**src/rtl/rn_noc_pkg.sv**
```systemverilog
// Shared NoC/RN write-path types: width constants, AW table entry, W scheduler FSM states.
package rn_noc_pkg;

  localparam int TGT_W = 2;
  localparam int ID_W  = 11;
  localparam int LEN_W = 8;

  // One accepted AW request as held in the in-order write table.
  typedef struct packed {
    logic [ID_W-1:0]  id;
    logic [LEN_W-1:0] len;
    logic [TGT_W-1:0] tgtid;
  } rn_wr_entry_t;

  typedef enum logic [1:0] {
    IDLE = 2'd0,
    HEAD = 2'd1,
    BODY = 2'd2
  } w_sched_state_e;

endpackage

```
**src/rtl/rn_sync_fifo.sv**
```systemverilog
// Generic registered FIFO. Push while full is dropped, pop while empty is ignored.
// Data written in cycle N is visible on dout in N+1; DEPTH must be a power of two.
module rn_sync_fifo #(
  parameter type T     = logic,
  parameter int  DEPTH = 4,
  localparam int AW    = $clog2(DEPTH),
  localparam int CW    = $clog2(DEPTH + 1)
) (
  input  logic          clk,
  input  logic          rst,
  input  logic          push,
  input  T              din,
  input  logic          pop,
  output T              dout,
  output logic          full,
  output logic          empty,
  output logic [CW-1:0] count
);

  T              mem [DEPTH];
  logic [AW-1:0] wptr, rptr;
  logic          do_push, do_pop;

  assign full    = (count == CW'(DEPTH));
  assign empty   = (count == '0);
  assign do_push = push & ~full;
  assign do_pop  = pop & ~empty;
  assign dout    = mem[rptr];

  // Storage array; contents need no reset since empty masks them.
  always_ff @(posedge clk) begin
    if (do_push) mem[wptr] <= din;
  end

  // Pointers and occupancy; push+pop keeps the count unchanged.
  always_ff @(posedge clk) begin
    if (rst) begin
      wptr  <= '0;
      rptr  <= '0;
      count <= '0;
    end else begin
      if (do_push) wptr <= wptr + AW'(1);
      if (do_pop)  rptr <= rptr + AW'(1);
      case ({do_push, do_pop})
        2'b10:   count <= count + CW'(1);
        2'b01:   count <= count - CW'(1);
        default: count <= count;
      endcase
    end
  end

endmodule

```
**src/rtl/rn_w_sched.sv**
```systemverilog
// RN write-path scheduler: queues accepted AW requests in order and gates CPU W beats
// onto the NoC W port, stamping head/tail from AWLEN and the target node from the head entry.
// Optional WLAST-vs-AWLEN check enabled by defining RN_W_SCHED_LASTCHK_EN.
module rn_w_sched
  import rn_noc_pkg::*;
#(
  parameter int DEPTH = 4,
  parameter int ID_W  = rn_noc_pkg::ID_W,
  parameter int TGT_W = rn_noc_pkg::TGT_W,
  parameter int LEN_W = rn_noc_pkg::LEN_W
) (
  input  logic                       clk,
  input  logic                       rst,
  input  logic                       aw_fire,
  input  logic [ID_W-1:0]            aw_id,
  input  logic [LEN_W-1:0]           aw_len,
  input  logic [TGT_W-1:0]           aw_tgtid,
  output logic                       aw_block,
  input  logic                       s_wvalid,
  output logic                       s_wready,
  input  logic                       s_wlast,
  output logic                       m_w_valid,
  input  logic                       m_w_ready,
  output logic                       m_w_head,
  output logic                       m_w_tail,
  output logic [TGT_W-1:0]           m_w_tgtid,
  output logic [ID_W-1:0]            cur_id,
  output logic [$clog2(DEPTH+1)-1:0] outstanding,
  output logic                       len_err
);

  localparam int CW = $clog2(DEPTH + 1);

  rn_wr_entry_t   push_ent, hd;
  logic           full, empty, w_acc, pop, more;
  logic [CW-1:0]  count;
  logic [LEN_W-1:0] beat_cnt;
  w_sched_state_e state_q, state_d;

  assign push_ent = '{id: aw_id, len: aw_len, tgtid: aw_tgtid};

  rn_sync_fifo #(.T(rn_wr_entry_t), .DEPTH(DEPTH)) u_tbl (
    .clk   (clk),
    .rst   (rst),
    .push  (aw_fire),
    .din   (push_ent),
    .pop   (pop),
    .dout  (hd),
    .full  (full),
    .empty (empty),
    .count (count)
  );

  // Gating and beat stamping, all from registered table state.
  assign aw_block    = full;
  assign outstanding = count;
  assign m_w_valid   = s_wvalid & ~empty;
  assign s_wready    = m_w_ready & ~empty;
  assign w_acc       = m_w_valid & m_w_ready;
  assign m_w_head    = ~empty & (beat_cnt == '0);
  assign m_w_tail    = ~empty & (beat_cnt == hd.len);
  assign m_w_tgtid   = empty ? '0 : hd.tgtid;
  assign cur_id      = empty ? '0 : hd.id;
  assign pop         = w_acc & m_w_tail;
  // Another burst is queued once the current tail pops.
  assign more        = (count > CW'(1)) | aw_fire;

  // Beat position within the active burst; tail resets it, so it never wraps.
  always_ff @(posedge clk) begin
    if (rst)        beat_cnt <= '0;
    else if (w_acc) beat_cnt <= m_w_tail ? '0 : beat_cnt + LEN_W'(1);
  end

  // FSM state register.
  always_ff @(posedge clk) begin
    if (rst) state_q <= IDLE;
    else     state_q <= state_d;
  end

  // FSM next state: tracks idle / first beat / mid-burst.
  always_comb begin
    state_d = state_q;
    case (state_q)
      IDLE: if (!empty) state_d = HEAD;
      HEAD: if (w_acc) state_d = m_w_tail ? (more ? HEAD : IDLE) : BODY;
      BODY: if (pop)   state_d = more ? HEAD : IDLE;
      default:         state_d = IDLE;
    endcase
  end

`ifdef RN_W_SCHED_LASTCHK_EN
  // Sticky flag when CPU WLAST disagrees with the AWLEN-derived tail.
  always_ff @(posedge clk) begin
    if (rst)                                len_err <= 1'b0;
    else if (w_acc && (s_wlast != m_w_tail)) len_err <= 1'b1;
  end
`else
  logic unused_wlast;
  assign unused_wlast = s_wlast;
  assign len_err      = 1'b0;
`endif

  // A push while full would be silently dropped by the table.
  a_no_push_full: assert property (@(posedge clk) disable iff (rst) !(aw_fire && full));

endmodule

```
**config.mk**
```make
export PLATFORM = sky130hd
export DESIGN_NAME = rn_w_sched
export DESIGN_NICKNAME = d
export VERILOG_FILES = /design/src/rtl/rn_noc_pkg.sv /design/src/rtl/rn_sync_fifo.sv /design/src/rtl/rn_w_sched.sv
export SDC_FILE = /design/constraint.sdc
export NUM_CORES = 1
export LEC_CHECK = 0
export BUFFER_PORTS_ARGS = -buffer_cell sky130_fd_sc_hd__buf_4
export CORE_MARGIN = 2
export CORE_UTILIZATION = 58
export CTS_BUF_LIST = sky130_fd_sc_hd__clkbuf_4 sky130_fd_sc_hd__clkbuf_8 sky130_fd_sc_hd__clkbuf_16
export DETAILED_ROUTE_END_ITERATION = 12
export GPL_TIMING_DRIVEN = 0
export MAX_ROUTING_LAYER = met4
export PLACE_DENSITY = 0.88
export SYNTH_ARGS = -nofsm -noshare
export SYNTH_HDL_FRONTEND = slang
export SYNTH_SLANG_ARGS = --single-unit
```
**constraint.sdc**
```tcl
create_clock -name clk -period 3.39 [get_ports clk]
set_input_delay 0.678 -clock clk [delete_from_list [all_inputs] [get_ports clk]]
set_output_delay 0.678 -clock clk [all_outputs]
set_load 0.01 [all_outputs]
```
==> impl_results.md <==
* Outcome: complete, no violations
* Power per cell area at around 480 nW/um^2
* Distinct cells, synth at 40
* Min-Delay Path Class: primary input to flop
* Vias at 2259
* Fmax at 0.312 GHz
* Synthesized area per cell at 16.7 um^2
* Final min period at between 3 and 4 ns
* CTS H-tree lvls at 3
* Worst path depth at 12
* CP endpoint kind: flop
* DRC viols at 0
* Adder-cell share of the synthesized area at 2.54%
* CP Class: flop to flop
* Drt first pass iters at 4
* Synth Area in XOR/XNOR at 4.37%
* Fillers at approximately 480
* Slowest cell delay on critical path at 0.52 ns
* Final setup viols at 0
* Ports at 49
* Final slew viol count at 0
* #FFs+latches synth at 101
* Setup TNS at 0 ns
* P_leak at around 1.7 nW
* Nets at 350
* Crit-path max FO at 9
* Reg clk slew, reported paths at 0.10 ns
* Routed wire length at 7.19 mm
* Cells after Synth at ~250
* Final hold viol count at 0
* Share of layout cells above drive strength 1 at 28.2%
* Bufs on Longest Clock Path at 2
* Cell Rows at 31
* Slew @ Worst Pin at 1.17 ns
* Starting Density at 59.0%
* Number of global-route vias before repair at 2254
* DRT antenna net count at 0
* Placed cells at 399
* R2R depth at 12
* Clock skew at 0.0148 ns
* Area growth syn-to-layout at 16.1%
* Synthesis Warnings at 0
* Port Buffers at 46
* Startpoint Class: flop
* Worst path most repeated cell: nor3_4
* Non-Filler Instances at ~420
* CTS Sinks at between 100 and 150
* Synth top area cells: edfxtp_1 60%, dfxtp_1 8.0%, mux4_2 7.4%
* Avg WL per Cell at ~17 um
* Die height at 89.5 um
* Compound-Gate Fraction of Synth Area at 1.77%
* CORE AREA at 7180 um^2
* Die Wd at 89.5 um
* Antenna cells at 0
* Slew margin rel. at between 20% and 30%
* Initial antenna violation count at 0
* Total power at 0.00234 W
* Syn nets at 289
* DIE AREA at 8000 um^2
* Clk root buf: clkbuf_8
* Routability cong. at 0.808
* CTS buffer count at 9
* First-pass GRT wire length at 11.2 mm
* Fin crit share at 94.5%
* Critical path cell sequence: buf_6 > mux4_2 > xnor2_1 > nor3_4 > nand3_4 > nor3_4 > ha_2 > inv_1 > fa_1 > xor2_1 > or3_1 > a21oi_1
* Dpl hpwl at 4.74 mm
* Register area share after synthesis at 67.6%
* Top delay family on crit path: simple AND/OR/NAND/NOR gates
* Largest net degree at the start of global routing at 22
* MaxCap Viol Count at 0
* Bufs and invs on worst path at 2
* Hold Crit Depth at 1
* CP arrival at 3.49 ns
* TritonCTS clock tree: built
* Slowest CP cell: mux4_2
* Iteration-0 DRC Markers at about 200
* Clock latency on the worst-skew pair at 0.37 ns
* Crit path required time at 3.68 ns
* Max IR drop VDD at 0.257 mV
* Largest family of logic cells by synthesized area: multiplexers
* Top cell type's share of synthesized area at between 50% and 60%
* Multiplexer share of the synthesized area at between 10% and 20%
* Total track usage at 20.1%
* Via density at 5.40
* Grt ovf at 0
* Synth area leader: edfxtp_1
* RSZ-0062 raised after global routing: no
* Synth Area in Simple Gates at between 8 and 9%
* Post-synthesis cell area at 4240 um^2
## final timing paths
path / from / to / slack [ns]
max: flop / u_tbl.count[2]$_SDFFE_PP0P_ / 0.18
min: aw_id[7] / u_tbl.mem[2][17]$_DFFE_PP_ / 0.50
max reg2reg: flop / u_tbl.count[2]$_SDFFE_PP0P_ / 0.18
min reg2reg: u_tbl.rptr[1]$_SDFFE_PP0P_ / flop / 0.51
## routing by layer
layer	share of wire (%)	GRT usage, %	up-vias	wire length (um)
met1	42	25.6	1114	3030
met3	4.1	4.52	12	293
li1	-	-	1079	-
met5	0	-	-	0
met4	1.7	7.73	0	121
met2	52	31.6	54	3750
## power breakdown
part | leakage [nW] | switching, W | total [W] | internal [W]
Clock | 0.0922 | 0.000418 | 0.000695 | 0.000277
Sequential | 0.909 | 0.0000172 | 0.00142 | 0.00140
Combinational | 0.704 | 0.000121 | 0.000224 | 0.000103
Total | 1.71 | 0.000556 | 0.00234 | 0.00178
## Yosys cell counts, drive strengths merged
cell,count
nand2,8
fa,1
inv,8
o21ai,1
clkbuf,7
or4,1
o31ai,1
nor4,3
conb,1
xnor2,13
and2,20
nor4b,1
nand3,3
nor2,8
mux4,17
and3,3
o22ai,2
nand4,1
mux2i,10
xor2,6
mux2,2
ha,7
nor3b,1
nor2b,3
nor3,7
a21oi,7
dfxtp,17
buf,6
edfxtp,84
and4,1
or3,2
o211ai,2
## sequential cells by signal (all words and copies together), names as in the netlist, named ones only
name / flops
u_tbl.mem: 84
beat_cnt: 8
u_tbl.count: 3
u_tbl.rptr: 2
u_tbl.wptr: 2
## logic make-up (layout without fill, tap and decap cells)
logic type / after synthesis / after routing
XOR/XNOR: 19 / 19
other: 1 / 1
flip-flops: 101 / 101
AND/OR/NAND/NOR: 62 / 62
multiplexers: 29 / 29
adder cells (fa/ha/maj): 8 / 8
AO/OA/AOI/OAI: 13 / 13
buffers and inverters: 21 / 86
## cells in the final DEF, fill, tap and decap left out, types with 5 or more instances in the layout
cell	synthesis	layout
inv_1	7	7
mux4_2	14	14
a21oi_1	7	7
and2_1	20	20
nand2_1	8	8
nor2_1	8	8
xnor2_1	12	12
clkbuf_8	0	9
nor3_1	5	5
clkbuf_1	7	7
ha_1	7	6
xor2_1	6	6
mux2i_1	10	10
edfxtp_1	84	84
dfxtp_1	17	17
buf_4	1	51
## through the flow
step | cell area, um^2 | setup WS (ns) | util [%] | hold slack [ns]
after detailed placement | 4700 | 0.0871 | 65.6 | 0.494
after global placement | 4700 | 0.197 | 65.6 | 0.470
after global routing | 4920 | 0.0150 | 68.5 | 0.487
final | 4920 | 0.185 | 68.5 | 0.502
after CTS | 4880 | 0.0726 | 68.1 | 0.497
after floorplan | 4240 | 0.421 | - | 0.453
## worst register-to-register path: cells and delay by family (launching register included)
| kind | cells | cell delay (ns) |
|---|---|---|
| compound gates | 1 | 0.15 |
| xor+xnor | 2 | 0.33 |
| fa+ha+maj | 2 | 0.61 |
| buf+inv | 2 | 0.23 |
| flops | 1 | 0.34 |
| mux | 1 | 0.53 |
| simple gates | 4 | 0.97 |
## what timing repair did
action	in CTS	in global routing
setup buffers	0	4
endpoints found under the setup margin	0	1
hold buffers	0	0
hold endpoints to repair	0	0
resized for setup	0	1
## layout make-up
cell class | count | area, um^2 | share of cell area, %
tap | 99 | 124 | 2.52
buffer | 13 | 76.3 | 1.55
clock buffer | 9 | 124 | 2.52
clock inverter | 6 | 55.1 | 1.12
timing repair buffer | 50 | 375 | 7.64
sequential | 101 | 2860 | 58.2
inverter | 8 | 30.0 | 0.611
multi-input combinational | 132 | 1270 | 25.8
(Power assumes the default switching activity.)
